[config.mk]
export PLATFORM = sky130hd
export DESIGN_NAME = mem_port_arbiter
export DESIGN_NICKNAME = d
export VERILOG_FILES = /design/src/rtl/mem_port_arbiter_pkg.sv /design/src/rtl/mem_port_arbiter_rr_arb2.sv /design/src/rtl/mem_port_arbiter.sv
export SDC_FILE = /design/constraint.sdc
export NUM_CORES = 1
export LEC_CHECK = 0
export BUFFER_PORTS_ARGS = -buffer_cell sky130_fd_sc_hd__buf_2
export CAP_MARGIN = 40
export CORE_ASPECT_RATIO = 1.5
export CORE_MARGIN = 2
export CORE_UTILIZATION = 43
export CTS_CLUSTER_SIZE = 20
export DETAILED_ROUTE_END_ITERATION = 8
export PLACE_DENSITY_LB_ADDON = 0.08
export SLEW_MARGIN = 20
export SYNTH_ARGS = -nofsm -noshare
export SYNTH_HDL_FRONTEND = slang
export SYNTH_HIERARCHICAL = 1
export SYNTH_SLANG_ARGS = --single-unit
[constraint.sdc]
create_clock -name clk -period 1.6 [get_ports clk]
set_input_delay 0.08 -clock clk [delete_from_list [all_inputs] [get_ports clk]]
set_output_delay 0.08 -clock clk [all_outputs]
set_load 0.02 [all_outputs]
[src/rtl/mem_port_arbiter_pkg.sv]
// Shared types and encodings for the IF/LS data-memory port arbiter.
package mem_port_arbiter_pkg;

  localparam logic [9:0] FUNC_LB  = 10'h000;
  localparam logic [9:0] FUNC_LH  = 10'h001;
  localparam logic [9:0] FUNC_LW  = 10'h002;
  localparam logic [9:0] FUNC_LBU = 10'h004;
  localparam logic [9:0] FUNC_LHU = 10'h005;
  localparam logic [9:0] FUNC_SB  = 10'h008;
  localparam logic [9:0] FUNC_SH  = 10'h009;
  localparam logic [9:0] FUNC_SW  = 10'h00A;

  typedef enum logic [1:0] {
    ST_IDLE   = 2'd0,
    ST_ACCESS = 2'd1,
    ST_RESP   = 2'd2
  } state_t;

  localparam logic OWN_IF = 1'b0;
  localparam logic OWN_LS = 1'b1;

  typedef struct packed {
    logic        we;
    logic [9:0]  funct;
    logic [31:0] addr;
    logic [31:0] wdata;
  } mem_req_t;

endpackage

[src/rtl/mem_port_arbiter_rr_arb2.sv]
// Two-way round-robin picker: on a tie the requester that did not win last time is granted.
// Combinational; bit 0 is IF, bit 1 is LS, and the last-grant state lives in the parent.
module mem_port_arbiter_rr_arb2 (
  input  logic [1:0] req,
  input  logic       last,
  output logic [1:0] grant
);

  always_comb begin
    grant = req;
    if (&req) begin
      grant = last ? 2'b01 : 2'b10;
    end
  end

endmodule

[src/rtl/mem_port_arbiter.sv]
// Shares the single ram port between IF (read-only) and LS (read/write), one access in flight.
// Accept in IDLE, LAT cycles of ACCESS, one RESP cycle; ready is only ever raised in IDLE.
module mem_port_arbiter
  import mem_port_arbiter_pkg::*;
#(
  parameter int LAT   = 1,
  parameter int CNT_W = 4
) (
  input  logic        clk,
  input  logic        rst,
  input  logic        if_req_valid,
  output logic        if_req_ready,
  input  logic [31:0] if_addr,
  output logic        if_resp_valid,
  output logic [31:0] if_rdata,
  input  logic        ls_req_valid,
  output logic        ls_req_ready,
  input  logic        ls_we,
  input  logic [9:0]  ls_funct,
  input  logic [31:0] ls_addr,
  input  logic [31:0] ls_wdata,
  output logic        ls_resp_valid,
  output logic [31:0] ls_rdata,
  output logic        mem_r_en,
  output logic        mem_w_en,
  output logic [9:0]  mem_funct,
  output logic [31:0] mem_addr,
  output logic [31:0] mem_wdata,
  input  logic [31:0] mem_rdata
);

  localparam logic [CNT_W-1:0] CNT_LAST = CNT_W'(LAT - 1);

  state_t           state;
  logic [CNT_W-1:0] cnt;
  logic             owner;
  logic             last_grant;
  mem_req_t         req_q;
  logic [31:0]      if_rdata_q;
  logic [31:0]      ls_rdata_q;
  logic [1:0]       grant;
  logic             in_access;
  logic             access_last;

  mem_port_arbiter_rr_arb2 u_arb (
    .req   ({ls_req_valid, if_req_valid}),
    .last  (last_grant),
    .grant (grant)
  );

  assign in_access   = (state == ST_ACCESS);
  assign access_last = in_access && (cnt == CNT_LAST);

  // Ready is masked during reset so that every output reads 0 while rst is high.
  assign if_req_ready = !rst && (state == ST_IDLE) && grant[0];
  assign ls_req_ready = !rst && (state == ST_IDLE) && grant[1];

  // A store writes only on its final ACCESS cycle, so an abandoned store never reaches ram.
  assign mem_r_en  = in_access && !req_q.we;
  assign mem_w_en  = access_last && req_q.we;
  assign mem_funct = in_access ? req_q.funct : '0;
  assign mem_addr  = in_access ? req_q.addr  : '0;
  assign mem_wdata = in_access ? req_q.wdata : '0;

  assign if_resp_valid = (state == ST_RESP) && (owner == OWN_IF);
  assign ls_resp_valid = (state == ST_RESP) && (owner == OWN_LS);
  assign if_rdata      = if_rdata_q;
  assign ls_rdata      = ls_rdata_q;

  always_ff @(posedge clk) begin
    if (rst) begin
      state      <= ST_IDLE;
      cnt        <= '0;
      owner      <= OWN_IF;
      last_grant <= OWN_IF;
      req_q      <= '0;
      if_rdata_q <= '0;
      ls_rdata_q <= '0;
    end else begin
      unique case (state)
        ST_IDLE: begin
          if (|grant) begin
            owner      <= grant[1] ? OWN_LS : OWN_IF;
            last_grant <= grant[1] ? OWN_LS : OWN_IF;
            cnt        <= '0;
            state      <= ST_ACCESS;
            if (grant[1]) begin
              req_q <= '{we: ls_we, funct: ls_funct, addr: ls_addr, wdata: ls_wdata};
            end else begin
              req_q <= '{we: 1'b0, funct: FUNC_LW, addr: if_addr, wdata: 32'd0};
            end
          end
        end
        ST_ACCESS: begin
          cnt <= cnt + 1'b1;
          if (cnt == CNT_LAST) begin
            state <= ST_RESP;
            if (owner == OWN_LS) begin
              ls_rdata_q <= req_q.we ? 32'd0 : mem_rdata;
            end else begin
              if_rdata_q <= mem_rdata;
            end
          end
        end
        ST_RESP: state <= ST_IDLE;
        default: state <= ST_IDLE;
      endcase
    end
  end

endmodule

# == Yosys cells after proc, flatten, opt, wreduce, memory -nomap -nowiden ==
# Cells that the tools add are included.
# op_classes
add_sub_neg,1
eq_ne,4
n_mux,13
n_bitwise,1
reduce_logical,20
# ops
op,count
$mux W32,3
$mux W75,1
$mux W10,1
$logic_and A1 B1 Y1,8
$mux W2,4
$pmux W4 S2,1
$reduce_and A2 Y1,4
$reduce_and A3 Y1,2
$add A4 B1 Y4 const B,1
$logic_not A4 Y1,1
$mux W4,1
$ne A2 B1 Y1 const B,2
$pmux W2 S2,1
$eq A2 B1 Y1 const B,1
$eq A2 B2 Y1 const B,1
$logic_not A1 Y1,2
$logic_not A2 Y1,1
$reduce_bool A2 Y1,1
$reduce_or A2 Y1,1
$mux W1,1
$not A1 Y1,1
# totals
register_bits,146
in_bits,143
out_inout_bits,144
elab_cells,48

# == Depth between registers and ports, before layout ==
# Gate-level depths: netlist of run 1.
# depth
depth_word,5
mapped_depth,7
mapped_depth_nobuf,5

# == Cells and area by module ==
# Netlist of run 1, hierarchy kept.
# by_module_without_submodules
mod,n_inst,cells_each,area_per_inst_um2
mem_port_arbiter,1,709,6603.8
mem_port_arbiter_rr_arb2,1,3,18.8

# == Least setup slack after synthesis of run 1 ==
# Ideal clock, no wire load.
# synth_path
kind,flip-flop to flip-flop
start,reg last_grant
end,reg req_q[16] (netlist bit)
setup_time_ns,0.117
arrival_time_ns,1.511
t_required_ns,1.483
path_slack_ns,-0.028
path_stages_with_launch,8
n_path_buf,3
period_less_slack_ns,1.628
cell_sequence,dfxtp_1 > a21boi_0 > buf_2 > nor3b_2 > nor2b_1 > buf_2 > buf_4 > a22o_1
# synth_via
elab_chain_len,4
# synth_lines
element,line,source
start: declaration,mem_port_arbiter.sv:37,logic last_grant;
start signal: assignment,mem_port_arbiter.sv:84,last_grant <= grant[1] ? OWN_LS : OWN_IF;
$mux W2 (*),mem_port_arbiter_rr_arb2.sv:12,grant = last ? 2'b01 : 2'b10;
$mux W2 (*),mem_port_arbiter_rr_arb2.sv:11,if (&req) begin
named net grant[1],mem_port_arbiter.sv:41,logic [1:0] grant;
$reduce_or A2 Y1,mem_port_arbiter.sv:82,if (|grant) begin
$reduce_and A2 Y1 (no source line),-,
end signal: assignment,mem_port_arbiter.sv:88,"req_q <= '{we: ls_we, funct: ls_funct, addr: ls_addr, wdata: ls_wdata};"
end signal: assignment,mem_port_arbiter.sv:90,"req_q <= '{we: 1'b0, funct: FUNC_LW, addr: if_addr, wdata: 32'd0};"
end: declaration,mem_port_arbiter.sv:38,mem_req_t req_q;
# Mark *: on every way through the listed nets, which the timed path passes. The rest lies on a longest branch.
# A chain may end at the register's enable or synchronous reset.

# == Worst setup path after layout of run 1 ==
# layout_path
start,reg state[1]
end,out mem_addr[10]
# layout_via
elab_chain_len,2
# layout_lines
element,line,source
start: declaration,mem_port_arbiter.sv:34,state_t state;
start signal: assignment,mem_port_arbiter.sv:72,state <= ST_IDLE;
start signal: assignment,mem_port_arbiter.sv:86,state <= ST_ACCESS;
start signal: assignment,mem_port_arbiter.sv:97,state <= ST_RESP;
$eq A2 B1 Y1,mem_port_arbiter.sv:51,assign in_access = (state == ST_ACCESS);
$mux W32,mem_port_arbiter.sv:62,assign mem_addr = in_access ? req_q.addr : '0;
end: declaration,mem_port_arbiter.sv:27,"output logic [31:0] mem_addr,"
# Every way passes these cells.

==> run metrics, run 1 <==
fraction of the yosys area taken by sequential cells=44.1%; Routed WL=22400 um; buffers and inverters on the worst path=2; die boundary height=156 um; layout cells sized above 1=39.7%; pin count of the biggest net entering global routing=108; vias in the first global route=6808; run status=finished with violations; Max rail drop VDD=660 uV; critical path capture point type=output pin; source-to-sink clock delay at the later pin of the worst-skew pair=420 ps; post-synth net total=857; post-detailed-route DRC marker count=0; first-iteration detailed-routing DRC count=316; CTS tree=done; worst min-delay path startpoint=if_addr[17]; Cell Count, Final, Fillers Out=1288; DR top layer=met4; number of core rows=55; path type of the worst setup path=reg -> out; DP Wirelength=13600 um; headroom to the max-slew limit=68.7%; count of max-cap constraint violations=0; Synth Instances=712; detailed-route vias per instance=5.27; cell count after placement=1149; Reg2Reg Launch Point=state[1]; Worst Clk Skew=14.5 ps; Via Count=6785; post-route setup slack=-102 ps; Final Max Tran Viols=0; relative area change from synthesis to final layout=61.3%; cell family with most CP delay=simple AND/OR/NAND/NOR gates; endpoint required time on the critical path=1520 ps; metal1 wirelength=8580 um; Synth cell types=41; placer congestion estimate=0.804; cell-by-cell trace of the critical path=and2b_4, buf_12, and2_1, buf_4; Setup-failing EPs final=79; part of the cycle the worst path needs=106%; drt first pass iters=5; post-synth design cell area=0.00662 mm2; aggregate global routing overflow=0; CP arrival=1620 ps; first element of the critical path=state[1]; first-pass GRT wire length=32700 um; average routed wire per standard cell=17.4 um; clk buf depth=2; Reg clk slew, reported paths=70 ps; critical path startpoint category=register; Max Fanout on Critical Path=43; worst hold path cell count=3; buffer type at the clock tree root=sky130_fd_sc_hd__clkbuf_16; utilization after layout=70.9%; Final Hold Vio Count=0; antenna viol nets, final=0; Initial Util=43.9%; static power due to leakage=4.70 nW; number of synthesized register bits=146; largest stage delay on the critical path=350 ps; count of buffers inserted at the top-level ports=286; Highest Clock Rate=588 MHz; routed wire length on met3=1330 um; failing checks=setup timing; mean instance size in the synthesized netlist=9.30 um2; pin slew with the least headroom to its limit=469 ps; horizontal die dimension=105 um; number of cells on the critical path=4; number of H-tree levels=4; number of cell instances on the worst register-to-register path=6; Slowest cell on crit path=sky130_fd_sc_hd__dfxtp_4; IO Count=287; Total Die Area=0.0164 mm2; clock buffers created by TritonCTS=17; Cell Pwr Density=1030 mW/mm2; placeable core area=0.0151 mm2; worst min-delay path class=in -> reg; met2 routed wirelength=11600 um; fin crit period=1700 ps; synthesis warning total=6; number of antenna violations at the first check in global routing=0; number of nets in the layout=1219; clock sinks=146; unrepaired setup endpoints after global routing=yes; Global Route Usage Sum=24.7%
[layout by cell type (no fill, tap or decap), types with 2 or more instances in the layout]
cell and count:
sky130_fd_sc_hd__nor3_1 3, sky130_fd_sc_hd__a211oi_1 32, sky130_fd_sc_hd__buf_8 3, sky130_fd_sc_hd__o211ai_1 3, sky130_fd_sc_hd__dlygate4sd3_1 81, sky130_fd_sc_hd__and2_4 36
sky130_fd_sc_hd__inv_6 3, sky130_fd_sc_hd__nand2b_1 66, sky130_fd_sc_hd__buf_4 56, sky130_fd_sc_hd__dfxtp_2 2, sky130_fd_sc_hd__nand2_1 21, sky130_fd_sc_hd__clkinvlp_4 3
sky130_fd_sc_hd__nor2_4 4, sky130_fd_sc_hd__nor3b_4 2, sky130_fd_sc_hd__clkbuf_8 3, sky130_fd_sc_hd__inv_8 2, sky130_fd_sc_hd__nand3_1 2, sky130_fd_sc_hd__and2_1 38
sky130_fd_sc_hd__nand4b_1 32, sky130_fd_sc_hd__buf_2 207, sky130_fd_sc_hd__mux2i_1 64, sky130_fd_sc_hd__bufbuf_16 2, sky130_fd_sc_hd__buf_12 15, sky130_fd_sc_hd__a21oi_1 87
sky130_fd_sc_hd__clkbuf_16 21, sky130_fd_sc_hd__a22o_1 24, sky130_fd_sc_hd__o21ai_1 22, sky130_fd_sc_hd__buf_6 49, sky130_fd_sc_hd__dfxtp_4 3, sky130_fd_sc_hd__bufinv_16 3
sky130_fd_sc_hd__diode_2 2, sky130_fd_sc_hd__dfxtp_1 141, sky130_fd_sc_hd__inv_2 3, sky130_fd_sc_hd__o21ai_0 29
[logic make-up (layout without fill, tap and decap cells)]
| family | count (synthesis) | in the layout | share of synthesized area (%) |
|---|---|---|---|
| flip-flops | 146 | 146 | 44.1 |
| multiplexers | 64 | 64 | 9.67 |
| AO/OA/AOI/OAI | 201 | 201 | 18.1 |
| XOR/XNOR | 1 | 1 | 0.132 |
| buffers and inverters | 77 | 452 | 5.93 |
| AND/OR/NAND/NOR | 221 | 221 | 21.6 |
| adder cells (fa/ha/maj) | 2 | 2 | 0.378 |
| other | 0 | 2 | 0 |
[synthesized netlist by cell type, drive strengths merged]
master     n  area share (%)
a211oi    32             3.6
a21boi     2            0.23
a21oi     88             6.8
a22o      24             3.2
a31oi      1           0.095
and2      74             7.0
and2b      1            0.11
and3b      1            0.13
and4bb     1            0.19
buf       47             4.2
clkbuf    27             1.5
dfxtp    146              44
ha         2            0.38
inv        3            0.17
mux2i     64             9.7
nand2     21             1.2
nand2b    67             6.3
nand3      2            0.15
nand3b     1            0.11
nand4b    32             4.2
nand4bb    1            0.17
nor2       6            0.42
nor2b      3            0.28
nor3       4            0.47
nor3b      3            0.42
o211ai     3            0.34
o21ai     51             3.9
or2        2            0.19
or3        1           0.095
or3b       1            0.13
xor2       1            0.13
[path summary, 6_finish.rpt]
kind | to | slack (ps)
setup reg to reg | req_q[11] | 0
hold / removal | req_q[49] | 3
setup / recovery | mem_addr[10] | -100
hold reg to reg | if_rdata[5] | 470
[final cells by class]
type	count	area, um2
antenna	2	5.00
clock buffer	20	467
clock inverter	12	170
fill	1135	4390
inverter	3	11.3
multi-input combinational	489	3510
sequential	146	2940
tap	199	249
timing repair buffer	417	3330
[flip-flops by register name, summed over array words and instances (netlist names)]
| name | flops |
|---|---|
| req_q | 75 |
| if_rdata | 32 |
| ls_rdata | 32 |
| cnt | 4 |
| state | 2 |
| last_grant | 1 |
[routing by layer]
| metal | vias to the layer above | track usage [%] |
|---|---|---|
| met5 | - | 0 |
| met4 | 0 | 12.6 |
| met3 | 67 | 5.43 |
| met2 | 299 | 44.4 |
| met1 | 3187 | 26.9 |
| li1 | 3232 | - |
[stage by stage]
step / setup TNS (ps) / worst slack (ps) / hold WS (ps) / power [W] / area (um2)
2_1_floorplan: 0 / 10.1 / 213 / 0.00546 / 6620
3_3_place_gp: 0 / 43.5 / 299 / 0.00612 / 8280
3_5_place_dp: -28.9 / -28.9 / 306 / 0.00618 / 8280
4_1_cts: -1590 / -81.4 / 0.197 / 0.0108 / 10300
5_1_grt: -8200 / -138 / 19.6 / 0.0115 / 10700
6_report: -4380 / -102 / 3.15 / 0.0110 / 10700
[repair_timing]
action                                  in CTS  in global routing
endpoints found under the setup margin      79                136
buffers inserted                            14                  2
hold endpoints to repair                   113                  0
hold buffers                                81                  0
pin swaps                                    4                 22
gates resized for setup                    121                 87
gates cloned                                 2                  6
[worst min-delay path, stage by stage]
cell and delay [ps]:
sky130_fd_sc_hd__buf_2 90, sky130_fd_sc_hd__mux2i_1 120, sky130_fd_sc_hd__a211oi_1 80
[power by group]
part           total (W)  switching (W)  internal, W  leakage, nW
clock            0.00424        0.00162      0.00262        0.304
sequential       0.00411       0.000171      0.00394         1.20
combinational    0.00265        0.00136      0.00130         3.19
Power figures use the tool's default switching activity.
==> inputs of run 2 (changes only) <==
--- a/config.mk
+++ b/config.mk
@@ -16,5 +16,4 @@
 export SLEW_MARGIN = 20
 export SYNTH_ARGS = -nofsm -noshare
 export SYNTH_HDL_FRONTEND = slang
-export SYNTH_HIERARCHICAL = 1
 export SYNTH_SLANG_ARGS = --single-unit
==> run metrics, run 2 <==
count of max-cap constraint violations=0; number of fill cells=1111; final worst hold slack=191 ps; number of H-tree levels=4; DP Wirelength=13700 um; pin slew with the least headroom to its limit=506 ps; average routed wire per standard cell=17.9 um; buffer type at the clock tree root=sky130_fd_sc_hd__clkbuf_16; Max rail drop VDD=598 uV; critical path capture point type=output pin; number of core rows=55; Cell Count, Final, Fillers Out=1419; part of the cycle the worst path needs=116%; placer congestion estimate=0.768; synthesis warning total=0; headroom to the max-slew limit=66.3%; Initial Util=44.0%; fraction of the yosys area taken by sequential cells=43.9%; path type of the worst setup path=reg -> out; top flip-flop cell by instance count after synthesis=sky130_fd_sc_hd__dfxtp_1; cell count after placement=1231; cell-by-cell trace of the critical path=buf_6, and2b_4, buf_12, buf_12, buf_16, and2_1, buf_6; clock sinks=146; dominant cells by area after synthesis=sky130_fd_sc_hd__dfxtp_1, sky130_fd_sc_hd__a21oi_1, sky130_fd_sc_hd__nand2_1, sky130_fd_sc_hd__and2_1, sky130_fd_sc_hd__o21ai_0; horizontal die dimension=106 um; Reg clk slew, reported paths=60 ps; CTS tree=done; Slowest cell on crit path=sky130_fd_sc_hd__dfxtp_2; pin count of the biggest net entering global routing=48; clock buffers created by TritonCTS=17; Final Hold Vio Count=0; endpoint required time on the critical path=1520 ps; Synth Instances=806; die boundary height=156 um; critical path startpoint category=register; most used cells in the layout excluding fill and tap cells=sky130_fd_sc_hd__buf_2, sky130_fd_sc_hd__dfxtp_1, sky130_fd_sc_hd__dlygate4sd3_1; unrepaired setup endpoints after global routing=yes; drt first pass iters=5; share of synthesized flip-flops with an asynchronous set or reset=0%; post-detailed-route DRC marker count=0; area of the multi-input gates=0.00349 mm2; Worst Clk Skew=13.5 ps; placeable core area=0.0151 mm2; most common cell in the synthesized netlist=sky130_fd_sc_hd__dfxtp_1; vias in the first global route=7771; worst min-delay path class=in -> reg; failing checks=setup timing; number of antenna violations at the first check in global routing=0; proportion of netlist area held by the largest area contributor=43.9%; number of synthesized register bits=146; first-pass GRT wire length=38700 um; leading cell type in the layout, fill and taps excluded=sky130_fd_sc_hd__buf_2; cell type with the largest total area after synthesis=sky130_fd_sc_hd__dfxtp_1; first-iteration detailed-routing DRC count=460; largest stage delay on the critical path=370 ps; Routed WL=25400 um; layout cells sized above 1=36.0%; run status=finished with violations; Synth top cells by count=sky130_fd_sc_hd__dfxtp_1, sky130_fd_sc_hd__nand2_1, sky130_fd_sc_hd__a21oi_1; total area of sequential cells=0.00292 mm2; buffers and inverters on the worst path=5; post-synth design cell area=0.00666 mm2; Synth cell types=41; Setup-failing EPs final=80; source-to-sink clock delay at the later pin of the worst-skew pair=420 ps; Cell Pwr Density=960 mW/mm2; Max Fanout on Critical Path=10; post-route setup slack=-260 ps; Pwr Total=0.0108 W; mean instance size in the synthesized netlist=8.26 um2; cell family with most CP delay=buffers and inverters; max FFs per register=75; Most flops, register=req_q; number of nets in the layout=1352; number of enable-type register cells in the synthesized netlist=0; CP arrival=1780 ps; Via Count=7778; aggregate global routing overflow=0; Total Die Area=0.0165 mm2; Highest Clock Rate=538 MHz; number of antenna repair diodes=0; relative area change from synthesis to final layout=68.7%; Final Max Tran Viols=0; IO Count=287; post-placement setup slack=55.1 ps; antenna viol nets, final=0; static power due to leakage=4.87 nW; clk buf depth=2; post-synth net total=951; Global Route Usage Sum=29.0%; detailed-route vias per instance=5.48; fin crit period=1860 ps; count of buffers inserted at the top-level ports=286; utilization after layout=74.2%
## run 2: changes by cell type in the layout (fill, tap and decap cells not counted), moves of 26 or more
| cell | delta |
|---|---|
| sky130_fd_sc_hd__a211oi_1 | -32 |
| sky130_fd_sc_hd__a311oi_1 | +32 |
| sky130_fd_sc_hd__mux2i_1 | -32 |
| sky130_fd_sc_hd__o21ai_0 | +40 |
| sky130_fd_sc_hd__dlygate4sd3_1 | +59 |
| sky130_fd_sc_hd__and2_1 | -26 |
| sky130_fd_sc_hd__nand2_1 | +110 |
| sky130_fd_sc_hd__nand4_1 | +43 |
| sky130_fd_sc_hd__and2_4 | +26 |
| sky130_fd_sc_hd__nand2b_1 | -64 |
## run 2: per-stage QoR
stage / area, um2 / TNS [ps]
6_report: 11200 / -13830
5_1_grt: 11200 / -22910
4_1_cts: 11100 / -12920
3_5_place_dp: 8340 / 0
3_3_place_gp: 8340 / 0
2_1_floorplan: 6660 / 0
## run 2: path summary, 6_finish.rpt
kind,from,end,slack [ps],cells after the start
max,state[1],mem_wdata[16],-260,7
min,ls_req_valid,cnt[2],190,4
max reg2reg,state[0],req_q[68],-10,4
min reg2reg,if_rdata[10],if_rdata[10],460,2
## run 2: layer usage
metal | routed length, um | GRT usage, % | part of all wire (%)
met5 | 0 | 0 | 0
met3 | 1530 | 6.87 | 6.0
met2 | 12900 | 50.8 | 51
met4 | 1040 | 15.2 | 4.1
met1 | 9890 | 32.6 | 39
## run 2: cell type report
| type | count | share of cell area (%) |
|---|---|---|
| Timing Repair Buffer | 473 | 35.2 |
| Clock buffer | 20 | 3.98 |
| Inverter | 4 | 0.134 |
| Tap cell | 199 | 2.22 |
| Multi-Input combinational cell | 565 | 31.1 |
| Clock inverter | 12 | 1.30 |
| Sequential cell | 146 | 26.0 |
## run 2: tightest hold or removal path, delay by kind of cell
family / cells / cell delay, ps
buf+inv: 1 / 120
simple gates: 3 / 340
## run 2: what timing repair did
action,4_1_cts,5_1_grt
pin swaps,7,2
buffers inserted,6,3
hold buffers,140,0
endpoints found under the setup margin,77,184
endpoints found under the hold margin,139,0
cloned,4,3
resized for setup,198,20
## run 2: logic make-up (layout without fill, tap and decap cells)
| group | after synthesis | in the layout | synth area share (%) |
|---|---|---|---|
| AOI/OAI and AO/OA | 224 | 224 | 19.1 |
| xor gates and xnor gates | 1 | 1 | 0.132 |
| adders and majority gates | 2 | 2 | 0.376 |
| buffers and inverters | 95 | 509 | 6.33 |
| DFF | 146 | 146 | 43.9 |
| muxes | 33 | 33 | 4.98 |
| and+or+nand+nor | 305 | 305 | 25.2 |
## run 2: power by group
part | total, W | leakage [nW] | internal [W] | switching (W)
clock | 0.00401 | 0.280 | 0.00238 | 0.00164
sequential | 0.00407 | 1.19 | 0.00391 | 0.000151
combinational | 0.00270 | 3.40 | 0.00128 | 0.00141
total | 0.0108 | 4.87 | 0.00758 | 0.00320
==> inputs of run 3 (changes only) <==
--- a/config.mk
+++ b/config.mk
@@ -5,11 +5,12 @@
 export SDC_FILE = /design/constraint.sdc
 export NUM_CORES = 1
 export LEC_CHECK = 0
+export ABC_AREA = 1
 export BUFFER_PORTS_ARGS = -buffer_cell sky130_fd_sc_hd__buf_2
 export CAP_MARGIN = 40
 export CORE_ASPECT_RATIO = 1.5
 export CORE_MARGIN = 2
-export CORE_UTILIZATION = 43
+export CORE_UTILIZATION = 49
 export CTS_CLUSTER_SIZE = 20
 export DETAILED_ROUTE_END_ITERATION = 8
 export PLACE_DENSITY_LB_ADDON = 0.08
==> constraint.sdc (replaced) <==
create_clock -name clk -period 1.86 [get_ports clk]
set_input_delay 0.093 -clock clk [delete_from_list [all_inputs] [get_ports clk]]
set_output_delay 0.093 -clock clk [all_outputs]
set_load 0.02 [all_outputs]
==> run metrics, run 3 <==
number of cell instances on the worst register-to-register path=6; Setup-failing EPs final=0; relative area change from synthesis to final layout=45.5%; drt first pass iters=7; number of nets in the layout=1606; clk buf depth=2; Reg clk slew, reported paths=60 ps; leading cell type in the layout, fill and taps excluded=sky130_fd_sc_hd__buf_2; first-iteration detailed-routing DRC count=402; number of core rows=53; antenna viol nets, final=0; Slowest cell on crit path=sky130_fd_sc_hd__dfxtp_2; Synth top cells by count=sky130_fd_sc_hd__nand2_1, sky130_fd_sc_hd__inv_1, sky130_fd_sc_hd__nor2_1; detailed-route vias per instance=4.78; average routed wire per standard cell=13.4 um; first-pass GRT wire length=35000 um; Synth cell types=23; Total Die Area=0.0153 mm2; count of buffers inserted at the top-level ports=286; horizontal die dimension=102 um; clock buffers created by TritonCTS=17; count of max-cap constraint violations=0; sw power=0.00301 W; cell type with the largest total area after synthesis=sky130_fd_sc_hd__dfxtp_1; die boundary height=151 um; share of total power in sequential cells=38.1%; Worst Clk Skew=10.9 ps; number of fill cells=1208; synthesis warning total=0; CP arrival=1670 ps; run status=finished, final reports clean; CTS tree=done; pin count of the biggest net entering global routing=79; Highest Clock Rate=566 MHz; Final Max Tran Viols=0; setup slack of the worst register-to-register path=300 ps; top flip-flop cell by instance count after synthesis=sky130_fd_sc_hd__dfxtp_1; Max rail drop VDD=590 uV; most common cell in the synthesized netlist=sky130_fd_sc_hd__nand2_1; proportion of total power due to net switching=32.0%; combinational share of power=25.7%; cell with the most instances on the worst path=sky130_fd_sc_hd__nand2_1; part of the power in the clock network=36.1%; fin crit period=1770 ps; Max Fanout on Critical Path=5; Most flops, register=req_q; unrepaired setup endpoints after global routing=yes; aggregate global routing overflow=0; number of enable-type register cells in the synthesized netlist=0; post-detailed-route DRC marker count=0; cell-by-cell trace of the critical path=inv_2, ha_4, nand2_1, nor2_4, buf_6, nand2_1, nor2_1, buf_4; max FFs per register=75; buffer type at the clock tree root=sky130_fd_sc_hd__clkbuf_16; Initial Util=50.2%; Final Hold Vio Count=0; dominant cells by area after synthesis=sky130_fd_sc_hd__dfxtp_1, sky130_fd_sc_hd__nand2_1, sky130_fd_sc_hd__inv_1, sky130_fd_sc_hd__nor2_1, sky130_fd_sc_hd__nand3_1; critical path startpoint category=register; headroom to the max-slew limit=60.5%; vias in the first global route=7590; critical path capture point type=output pin; proportion of netlist area held by the largest area contributor=41.6%; post-synth design cell area=0.00703 mm2; placeable core area=0.0140 mm2; part of the cycle the worst path needs=95.0%; Routed WL=22400 um; number of H-tree levels=4; utilization after layout=73.1%; static power due to leakage=5.45 nW; Global Route Usage Sum=28.6%; path type of the worst setup path=reg -> out; worst min-delay path class=in -> reg; cell count after placement=1534; DP Wirelength=14000 um; number of antenna repair diodes=0; endpoint required time on the critical path=1770 ps; post-synth net total=1255; most used cells in the layout excluding fill and tap cells=sky130_fd_sc_hd__buf_2, sky130_fd_sc_hd__nand2_1, sky130_fd_sc_hd__inv_1; IO Count=287; Pwr Total=0.00941 W; Cell Count, Final, Fillers Out=1666; layout cells sized above 1=24.4%; fraction of the yosys area taken by sequential cells=41.6%; worst min-delay path startpoint=if_addr[17]; mean instance size in the synthesized netlist=6.33 um2; setup total negative slack=0 ps; Via Count=7963; worst flop-to-flop path endpoint=req_q[69]; internal power summed over all cells=0.00640 W; Cell Pwr Density=920 mW/mm2; share of synthesized flip-flops with an asynchronous set or reset=0%; Reg2Reg Launch Point=last_grant; pin slew with the least headroom to its limit=592 ps; Synth Instances=1110; Endpoint, Worst Hold=req_q[49]; number of antenna violations at the first check in global routing=0; clock sinks=146; worst hold path cell count=5; number of synthesized register bits=146; source-to-sink clock delay at the later pin of the worst-skew pair=410 ps; placer congestion estimate=0.838; largest stage delay on the critical path=340 ps
## run 3: cell count changes in the layout (fill, tap and decap cells not counted), moves of 70 or more
cell                      before  now
sky130_fd_sc_hd__inv_1         3  207
sky130_fd_sc_hd__nor2_1        3  167
sky130_fd_sc_hd__nand2_1     131  248
sky130_fd_sc_hd__nand3_1       1  109
sky130_fd_sc_hd__buf_2       209  285
sky130_fd_sc_hd__buf_6        71    1
## run 3: stage by stage
step | worst slack [ps] | area (um2) | hold WS (ps)
detailed placement | 328 | 8580 | 343
global placement | 379 | 8580 | 321
floorplan | 326 | 7030 | 228
finish | 92.2 | 10200 | 11.6
CTS | 14.9 | 10200 | 0.349
global route | -16.4 | 10200 | 20.3
## run 3: layer usage
metal	wire length, um	global-route usage, %	up-vias
met1	8520	31.5	3548
li1	-	-	4060
met4	684	12.4	0
met2	11600	51.2	301
met3	1580	6.87	54
met5	0	0	-
## run 3: worst max-delay path by stage
stage	from	slack, ps	end
detailed placement	cnt[0]	330	ls_rdata[19]
finish	cnt[0]	90	mem_w_en
global route	cnt[0]	-20	mem_w_en
global placement	cnt[0]	380	ls_rdata[17]
CTS	state[0]	10	mem_w_en
floorplan	cnt[0]	330	mem_w_en
## run 3: power by group through the flow
| stage | clock network [W] | registers (W) | logic, W |
|---|---|---|---|
| 6_report | 0.00340 | 0.00359 | 0.00242 |
| 5_1_grt | 0.00362 | 0.00362 | 0.00269 |
| 2_1_floorplan | 0 | 0.00379 | 0.00134 |
| 4_1_cts | 0.00348 | 0.00358 | 0.00236 |
| 3_3_place_gp | 0 | 0.00364 | 0.00217 |
| 3_5_place_dp | 0 | 0.00365 | 0.00218 |
## run 3: what timing repair did
item | CTS | global route
hold endpoints to repair | 97 | 0
buffers inserted | 0 | 2
pin swaps | 0 | 2
cloned | 0 | 1
endpoints found under the setup margin | 2 | 39
hold buffers | 97 | 0
gates resized for setup | 3 | 10
## run 3: logic make-up (layout without fill, tap and decap cells)
kind of cell | Yosys count | in the layout | synth area share (%)
flops | 146 | 146 | 41.6
fa+ha+maj | 2 | 2 | 0.356
buf+inv | 288 | 652 | 16.5
simple gates | 566 | 566 | 33.7
compound gates | 107 | 107 | 7.67
xor+xnor | 1 | 1 | 0.125
## run 3: worst max-delay path, delay by kind of cell (launching register included)
| kind | cells | cell delay (ps) |
|---|---|---|
| fa+ha+maj | 1 | 140 |
| buf+inv | 3 | 350 |
| flops | 1 | 340 |
| simple gates | 4 | 440 |
## run 3: cell type report
type	instances	area (um2)	share of cell area [%]
inverters	213	800	7.81
repair buffers	407	2690	26.3
clock buffers	19	443	4.33
well taps	192	240	2.35
flip-flops and latches	146	2930	28.6
multi-input cells	676	2980	29.2
clock inverters	13	153	1.49
